File: config.mk
export PLATFORM = sky130hd
export DESIGN_NAME = segled_rx
export DESIGN_NICKNAME = d
export VERILOG_FILES = /design/src/rtl/segled_pkg.sv /design/src/rtl/segled_rx_seg7_decode.sv /design/src/rtl/segled_rx.sv
export SDC_FILE = /design/constraint.sdc
export NUM_CORES = 1
export LEC_CHECK = 0
export CORE_ASPECT_RATIO = 0.8
export CORE_MARGIN = 5
export CORE_UTILIZATION = 57
export CTS_BUF_LIST = sky130_fd_sc_hd__clkbuf_4 sky130_fd_sc_hd__clkbuf_8
export CTS_CLUSTER_SIZE = 30
export DETAILED_ROUTE_END_ITERATION = 7
export PLACE_DENSITY = 0.8
export RECOVER_POWER = 25
export REMOVE_ABC_BUFFERS = 1
export SETUP_SLACK_MARGIN = 0.15
export SYNTH_ARGS = -nofsm -noshare
export SYNTH_HDL_FRONTEND = slang
export SYNTH_SLANG_ARGS = --single-unit
File: constraint.sdc
create_clock -name clk -period 2.2 [get_ports clk]
set_input_delay 0.33 -clock clk [delete_from_list [all_inputs] [get_ports clk]]
set_output_delay 0.33 -clock clk [all_outputs]
set_load 0.02 [all_outputs]
File: src/rtl/segled_pkg.sv
// Shared constants and types for the SWORD serial 7-segment link receiver.
package segled_pkg;

  localparam int SEG_NBITS = 64;
  localparam int SEG_BYTES = SEG_NBITS / 8;

  // Active-low {g,f,e,d,c,b,a} patterns; index is the hex value shown.
  localparam logic [15:0][6:0] SEG_TABLE = {
    7'h0E, 7'h06, 7'h21, 7'h46, 7'h03, 7'h08, 7'h10, 7'h00,
    7'h78, 7'h02, 7'h12, 7'h19, 7'h30, 7'h24, 7'h79, 7'h40
  };

  typedef enum logic {IDLE, SHIFT} seg_state_t;

endpackage

File: src/rtl/segled_rx_seg7_decode.sv
// Combinational decode of one active-low segment byte {dp,g,f,e,d,c,b,a}.
module seg7_decode
  import segled_pkg::*;
(
  input  logic [7:0] seg_byte,
  output logic [3:0] nibble,
  output logic       dp,
  output logic       ok
);

  assign dp = ~seg_byte[7];

  // Table entries are unique, so at most one index matches.
  always_comb begin
    nibble = '0;
    ok     = 1'b0;
    for (int i = 0; i < 16; i++) begin
      if (seg_byte[6:0] == SEG_TABLE[i]) begin
        nibble = 4'(i);
        ok     = 1'b1;
      end
    end
  end

endmodule

File: src/rtl/segled_rx.sv
// SWORD SEGLED serial receiver: oversampled deserializer plus digit decode.
// Optional frame counter enabled by defining SEGLED_RX_FRAMECNT_EN.
//
// state | meaning
// IDLE  | no bits of a frame received yet (bit_count = 0)
// SHIFT | partial frame in progress, guarded by the idle timeout
module segled_rx
  import segled_pkg::*;
#(
  parameter int NBITS       = 8 * SEG_BYTES,
  parameter int SYNC_STAGES = 2,
  parameter int TIMEOUT     = 1024
) (
  input  logic                     clk,
  input  logic                     reset,
  input  logic                     SEGLED_CLK,
  input  logic                     SEGLED_DO,
  input  logic                     SEGLED_PEN,
  input  logic                     SEGLED_CLR,
  output logic [NBITS-1:0]         frame,
  output logic                     frame_valid,
  output logic [4*NBITS/8-1:0]     digits,
  output logic [NBITS/8-1:0]       dp,
  output logic [NBITS/8-1:0]       digit_ok,
  output logic                     display_on,
  output logic                     err_partial,
  output logic [$clog2(NBITS):0]   bit_count,
  output logic [15:0]              frame_cnt
);

  localparam int CW = $clog2(NBITS) + 1;
  localparam int NB = NBITS / 8;
  localparam int TW = (TIMEOUT > 1) ? $clog2(TIMEOUT) : 1;
  localparam logic [CW-1:0] LAST = CW'(NBITS - 1);
  localparam logic [TW-1:0] TMR_LOAD = TW'(TIMEOUT - 1);

  logic [SYNC_STAGES-1:0] sck_s, do_s, pen_s, clr_s;
  logic                   sck_prev;
  logic                   sck_rise, do_bit, clr_act;

  seg_state_t       state_q, state_d;
  logic [NBITS-2:0] shift_q, shift_d;
  logic [NBITS-1:0] shift_next;
  logic [CW-1:0]    count_q, count_d;
  logic [TW-1:0]    tmr_q, tmr_d;
  logic             complete, drop;

  logic [4*NB-1:0]  dec_digits;
  logic [NB-1:0]    dec_dp, dec_ok;

  // PEN and CLR are synchronized already inverted so reset (all zero) means
  // display off and no clear pending.
  always_ff @(posedge clk) begin
    if (reset) begin
      sck_s    <= '0;
      do_s     <= '0;
      pen_s    <= '0;
      clr_s    <= '0;
      sck_prev <= 1'b0;
    end else begin
      sck_s    <= {sck_s[SYNC_STAGES-2:0], SEGLED_CLK};
      do_s     <= {do_s[SYNC_STAGES-2:0], SEGLED_DO};
      pen_s    <= {pen_s[SYNC_STAGES-2:0], ~SEGLED_PEN};
      clr_s    <= {clr_s[SYNC_STAGES-2:0], ~SEGLED_CLR};
      sck_prev <= sck_s[SYNC_STAGES-1];
    end
  end

  assign sck_rise   = sck_s[SYNC_STAGES-1] & ~sck_prev;
  assign do_bit     = do_s[SYNC_STAGES-1];
  assign clr_act    = clr_s[SYNC_STAGES-1];
  assign display_on = pen_s[SYNC_STAGES-1];
  assign shift_next = {shift_q, do_bit};

  always_comb begin
    state_d  = state_q;
    shift_d  = shift_q;
    count_d  = count_q;
    complete = 1'b0;
    drop     = 1'b0;
    if (sck_rise)          tmr_d = TMR_LOAD;
    else if (tmr_q != '0)  tmr_d = tmr_q - TW'(1);
    else                   tmr_d = tmr_q;

    if (clr_act) begin
      state_d = IDLE;
      shift_d = '0;
      count_d = '0;
    end else begin
      case (state_q)
        IDLE: begin
          if (sck_rise) begin
            shift_d = shift_next[NBITS-2:0];
            count_d = CW'(1);
            state_d = SHIFT;
          end
        end
        SHIFT: begin
          if (sck_rise) begin
            shift_d = shift_next[NBITS-2:0];
            if (count_q == LAST) begin
              complete = 1'b1;
              count_d  = '0;
              state_d  = IDLE;
            end else begin
              count_d = count_q + CW'(1);
            end
          end else if (tmr_q == '0) begin
            drop    = 1'b1;
            shift_d = '0;
            count_d = '0;
            state_d = IDLE;
          end
        end
        default: state_d = IDLE;
      endcase
    end
  end

  for (genvar k = 0; k < NB; k++) begin : g_dec
    seg7_decode u_dec (
      .seg_byte (shift_next[8*k +: 8]),
      .nibble   (dec_digits[4*k +: 4]),
      .dp       (dec_dp[k]),
      .ok       (dec_ok[k])
    );
  end

  always_ff @(posedge clk) begin
    if (reset) begin
      state_q     <= IDLE;
      shift_q     <= '0;
      count_q     <= '0;
      tmr_q       <= '0;
      frame       <= '0;
      frame_valid <= 1'b0;
      digits      <= '0;
      dp          <= '0;
      digit_ok    <= '0;
      err_partial <= 1'b0;
    end else begin
      state_q     <= state_d;
      shift_q     <= shift_d;
      count_q     <= count_d;
      tmr_q       <= tmr_d;
      frame_valid <= complete;
      err_partial <= drop;
      if (complete) begin
        frame    <= shift_next;
        digits   <= dec_digits;
        dp       <= dec_dp;
        digit_ok <= dec_ok;
      end
    end
  end

  assign bit_count = count_q;

`ifdef SEGLED_RX_FRAMECNT_EN
  logic [15:0] fcnt_q;
  always_ff @(posedge clk) begin
    if (reset)         fcnt_q <= '0;
    else if (complete) fcnt_q <= fcnt_q + 16'd1;
  end
  assign frame_cnt = fcnt_q;
`else
  assign frame_cnt = '0;
`endif

endmodule

# --- Word-level counts from Yosys, hierarchy flattened ---
# Index checks and enable logic that the tools add are counted.
totals:
  ff_bits: 204
  latchBits: 0
  mem_bits_rw: 0
  mem_bits_ro: 0
  in_bits: 6
  out_inout_bits: 138
  wordCells: 436
  mem_count: 0
classes:
  addsub: 2
  n_mul: 0
  n_div: 0
  n_lt_le_gt_ge: 0
  n_eq_ne: 123
  n_shift: 0
  mux: 269
  n_bitwise: 13
  reduce_logical: 14
op_table:
  columns: ["operator", "count"]
  rows:
  - ["$mux 4", 64]
  - ["$eq 7x7->1 const B", 32]
  - ["$mux 63", 3]
  - ["$eq 7x6->1 const B", 25]
  - ["$eq 7x5->1 const B", 24]
  - ["$mux 1", 145]
  - ["$pmux 63 s2", 1]
  - ["$eq 7x2->1 const B", 16]
  - ["$eq 7x4->1 const B", 16]
  - ["$mux 3", 32]
  - ["$eq 7x3->1 const B", 8]
  - ["$logic_not 7->1", 8]
  - ["$mux 2", 16]
  - ["$mux 7", 4]
  - ["$mux 10", 2]
  - ["$pmux 7 s2", 1]
  - ["$not 1->1", 12]
  - ["$logic_not 10->1", 1]
  - ["$reduce_bool 10->1", 1]
  - ["$sub 10x1->10 const B", 1]
  - ["$add 7x1->7 const B", 1]
  - ["$reduce_or 4->1", 1]
  - ["$ne 3x2->1 const B", 1]
  - ["$ne 2x2->1 const B", 1]
  - ["other kinds (5)", 5]

# --- Depth between registers and ports, before layout ---
logic_depth:
  word_depth: 17
  ltp_mapped: 10
  mapped_depth_nobuf: 6

# --- Modules after synthesis ---
# Synthesis repeated with hierarchy kept, for this count alone.
hier_totals:
  cells_unflattened: 1100
  area_unflattened_um2: 9917.0
modules_own_cells:
  columns: ["mod", "n_inst", "cells_each", "area_per_inst_um2", "seq_area_each_um2"]
  rows:
  - ["segled_rx", 1, 652, 7194.4, 4083.9]
  - ["seg7_decode", 8, 56, 340.3, 0.0]

# --- Worst setup path before layout ---
# Ideal clock, no wire load.
synth_timing:
  kind: "register to register"
  start: "register count_q[0], in the netlist bit_count[0]"
  end: "register digit_ok[0]"
  setup_ps: 136
  arrival_ps: 1804
  required_time_ps: 2064
  setup_slack_ps: 260
  path_stages_with_launch: 8
  n_path_buf: 1
  period_less_slack_ps: 1940
  cell_sequence: "dfxtp_1 > ha_1 > nand4_1 > nor4_2 > buf_2 > nand2_1 > a311oi_1 > a211oi_1"
synth_between:
  elab_chain_len: 5
synth_lines:
  columns: ["item", "line_no", "source"]
  rows:
  - ["start: declaration", "segled_rx.sv:44", "logic [CW-1:0] count_q, count_d;"]
  - ["start signal: assignment", "segled_rx.sv:144", "count_q <= count_d;"]
  - ["$eq 7x6->1", "segled_rx.sv:101", "if (count_q == LAST) begin"]
  - ["$mux 1", "segled_rx.sv:101", null]
  - ["$mux 1", "segled_rx.sv:99", "if (sck_rise) begin"]
  - ["$mux 1", "segled_rx.sv:90", "case (state_q)"]
  - ["$mux 1", "segled_rx.sv:85", "if (clr_act) begin"]
  - ["end signal: assignment", "segled_rx.sv:152", "digit_ok <= dec_ok;"]
  - ["end: declaration", "segled_rx.sv:24", "output logic [NBITS/8-1:0] digit_ok,"]
# No other way between the ends.
# A chain may end at the register's enable or synchronous reset.

# --- Final worst setup path ---
layout_timing:
  start: "register count_q[0], in the netlist bit_count[0]"
  end: "register digit_ok[7]"
# The elaborated chain is that of the path after synthesis.

==> impl.org <==
** Clocking
- Number of sinks handled by clock tree synthesis :: 204
- The tree is rooted in a clkbuf_8.
- Hold Buf Count CTS :: 0
- Clock tree synthesis inserted a total of 31 buffers.
- CTS clock-pin slew for the worst setup and hold paths :: 0.07 ns
- Htree depth :: 1
- Largest buffer count on any clock path :: 3
- At the later pin of the worst-skew pair, clock insertion delay measures 0.55 ns.
- TritonCTS built the clock tree.

** Power and ir drop
- Total power per unit cell area :: 657 nW/um^2
- For this design the static power due to leakage is 4.34 nW.
- VDD IR-drop max :: ~0.43 mV
- Overall power consumption after layout is estimated at 7.93 mW.

** Finish
- In the layout the commonest cells are dfxtp_1, nand2_1, nor2_1, a21oi_1, clkdlybuf4s50_1.
- In the final layout, the share of cells above drive strength 1 is 0.0890.
- Count of nets after finishing :: 1356
- Non-Filler Instances :: about 1600
- For this run, the share of the core covered by cells in the final layout is 0.701.
- Most common cell after layout, fill and taps aside :: dfxtp_1
- 0 antenna diodes ended up in the layout.
- Relative to the synthesized area, the layout overhead comes to 21.7%.
- Filler cells :: 1440

** Synth
- After synthesis the cells add up to 9920 um^2.
- For this run, the number of Yosys warnings is 0.
- Number of flops mapped to enable cells by yosys :: 0
- Synthesized instance count :: 1275
- The share of synthesized area in the top cell type comes to 0.412.
- After synthesis, the share of flip-flops with an asynchronous set or reset is 0.
- Flip-flop and latch count after synthesis :: roughly 200
- dfxtp_1 takes more of the synthesized area than any other cell.
- For this run, the leading register cell type out of synthesis is dfxtp_1.
- Synthesis instantiated 78 different standard cells from the library.
- In this run the mean area of a mapped cell was 7.78 um^2.
- Of the synthesized area, sequential elements account for 0.412.
- Ranked by total cell area, the synthesized netlist is headed by dfxtp_1, nand2_1, nor2_1.

** Setup path
- Cell with the largest stage delay on the worst path :: dfxtp_4
- The setup check on the worst reg-to-reg path leaves a slack of 0.17 ns.
- By startpoint and endpoint, the worst setup path is classified as reg2reg.
- For this run, the slowest stage of the critical path takes 0.38 ns.
- Combined buffer and inverter count along the critical path :: 2
- Category of cells accounting for the largest share of critical-path delay :: simple AND/OR/NAND/NOR gates
- Endpoint arrival time on the critical path :: 2.38 ns
- At the worst endpoint, the required time is 2.55 ns.
- Of all nets on the critical path, the largest fanout is 6.
- The worst setup path is launched from a flip-flop.
- STA classifies the critical path endpoint as a flip-flop.
- Cell breakdown of the critical path :: ha_4 > nand4_1 > nor4_4 > buf_4 > buf_12 > o21ai_0 > nor3_2 > a211oi_1

** Drt
- Vias/cell :: 5.97
- Wire length reported by the detailed router :: about 26000 um
- The pre-antenna-repair detailed-routing pass consisted of 6 iterations.
- Number of nets still failing antenna checks after routing :: 0
- DRC Markers :: 0
- Initial DRC count :: 940
- Routed wirelength normalized by instance count :: approximately 16 um
- The detailed router placed 9522 vias in this run.

** STA
- The final-report hold violation count came to 0.
- The max-slew violation total from the final report is between 40 and 50.
- Number of setup violations in the final report :: 0
- The worst pin sits at a relative slew slack of -0.259.
- Shortest period the worst path allows :: 2.03 ns
- At the pin with the least slew margin, the transition time is between 1.5 and 2 ns.
- Setup repair after global routing left no endpoint under its margin.
- Dividing the final minimum period by the clock period gives 0.921.
- For the final database, setup skew stands at 0.0109 ns.
- Derived from the worst setup path, the maximum achievable clock frequency is 0.494 GHz.
- Min Hold Slack :: 0.280 ns

** Placed design
- The count of buffers added on input and output ports is 127.
- DP HPWL :: 16300 um
- Number of placed instances, taps included :: 1530
- Last weighted congestion value of the routability-driven placer :: between 0.8 and 0.9

** Global routing
- Wire length of the first global-routing pass :: about 42000 um
- Antenna violations before repair :: 0
- For this run the aggregate overflow at the end of global routing stands at 0.
- Entering global routing, the biggest net connects between 50 and 60 pins.
- Via count of the first global-routing pass :: around 8500
- For this run, the total global-route usage over all layers was measured as 0.245.

** Run
- Max-cap violations in this run came to 1.

** Die
- Overall die height :: 128 um
- Width of the die :: 157 um
- Area inside the core boundary :: 17200 um^2
- The floorplan step defined a die boundary enclosing 20200 um^2.
- Initial core utilization :: 0.576
- Row cnt :: 43
- 144 I/O pins were placed.

** Run status
- Run status :: finished with violations
- The checks that failed: capacitance limit, slew limit.

** Hold path
- In this run the worst hold path is classified as in2reg.
## synth_stat cells, types with 15 or more instances
cell      number
a21oi_1      108
a22oi_1       65
a31oi_1       22
buf_2         39
buf_4         17
clkbuf_1      81
dfxtp_1      204
inv_1         19
nand2_1      180
nand2b_1      21
nand3_1       29
nor2_1       147
nor2b_1       19
nor3_1        46
nor3b_1       15
o21ai_0       41
## final timing paths
path	end	start	cells after the start
max reg2reg	digit_ok[7]	bit_count[0]	8
min	clr_s[0]	SEGLED_CLR	2
max	digit_ok[7]	bit_count[0]	8
min reg2reg	do_s[1]	do_s[0]	1
## sequential cells by signal, summed over array words and instances (netlist names), 7 cells and up
signal	cells
frame	64
shift_q	63
digits	32
tmr_q	10
digit_ok	8
dp	8
bit_count	7
## area by class of cell
type / instances / area [um^2] / share of cell area
tap: 225 / 282 / 0.0233
clock inverter: 6 / 80.1 / 0.00663
multi-input combinational: 919 / 5220 / 0.432
inverter: 19 / 71.3 / 0.00591
timing repair buffer: 173 / 1710 / 0.141
clock buffer: 50 / 626 / 0.0518
sequential: 204 / 4090 / 0.339
## stage by stage
stage / setup slack (ns) / TNS, ns / area, um^2
after CTS: 0.154 / 0 / 11900
after floorplan: -4.94 / -611.39 / 9290
final: 0.175 / 0 / 12100
after detailed placement: 0.0832 / 0 / 11200
after global routing: 0.0425 / 0 / 12100
after global placement: 0.179 / 0 / 11200
## per-layer routing
| layer | share of wire | GRT usage | vias up |
|---|---|---|---|
| met5 | 0 | 0 | - |
| met4 | 0.021 | 0.0577 | 0 |
| met3 | 0.074 | 0.0395 | 44 |
| met2 | 0.43 | 0.364 | 399 |
| met1 | 0.47 | 0.372 | 4429 |
| li1 | - | - | 4650 |
## power breakdown
group          switching, mW  internal [mW]
sequential            0.0922           3.78
clock                   1.43           2.03
combinational          0.370          0.238
## kinds of logic (layout without fill, tap and decap cells)
family                     after synthesis  count (layout)  synth area share
xor gates and xnor gates                18              18            0.0159
buffers and inverters                  167             248            0.0761
AOI/OAI and AO/OA                      326             326             0.215
muxes                                    5               5           0.00517
DFF                                    204             204             0.412
other                                    1              16          0.000378
adders and majority gates                4               4           0.00454
and+or+nand+nor                        550             550             0.271
## repair_timing
item	in CTS	in global routing
hold endpoints to repair	0	0
gates cloned	1	2
buffers inserted	2	5
pin swaps	2	4
endpoints found under the setup margin	16	91
resized for setup	2	15
Power figures use the tool's default switching activity.
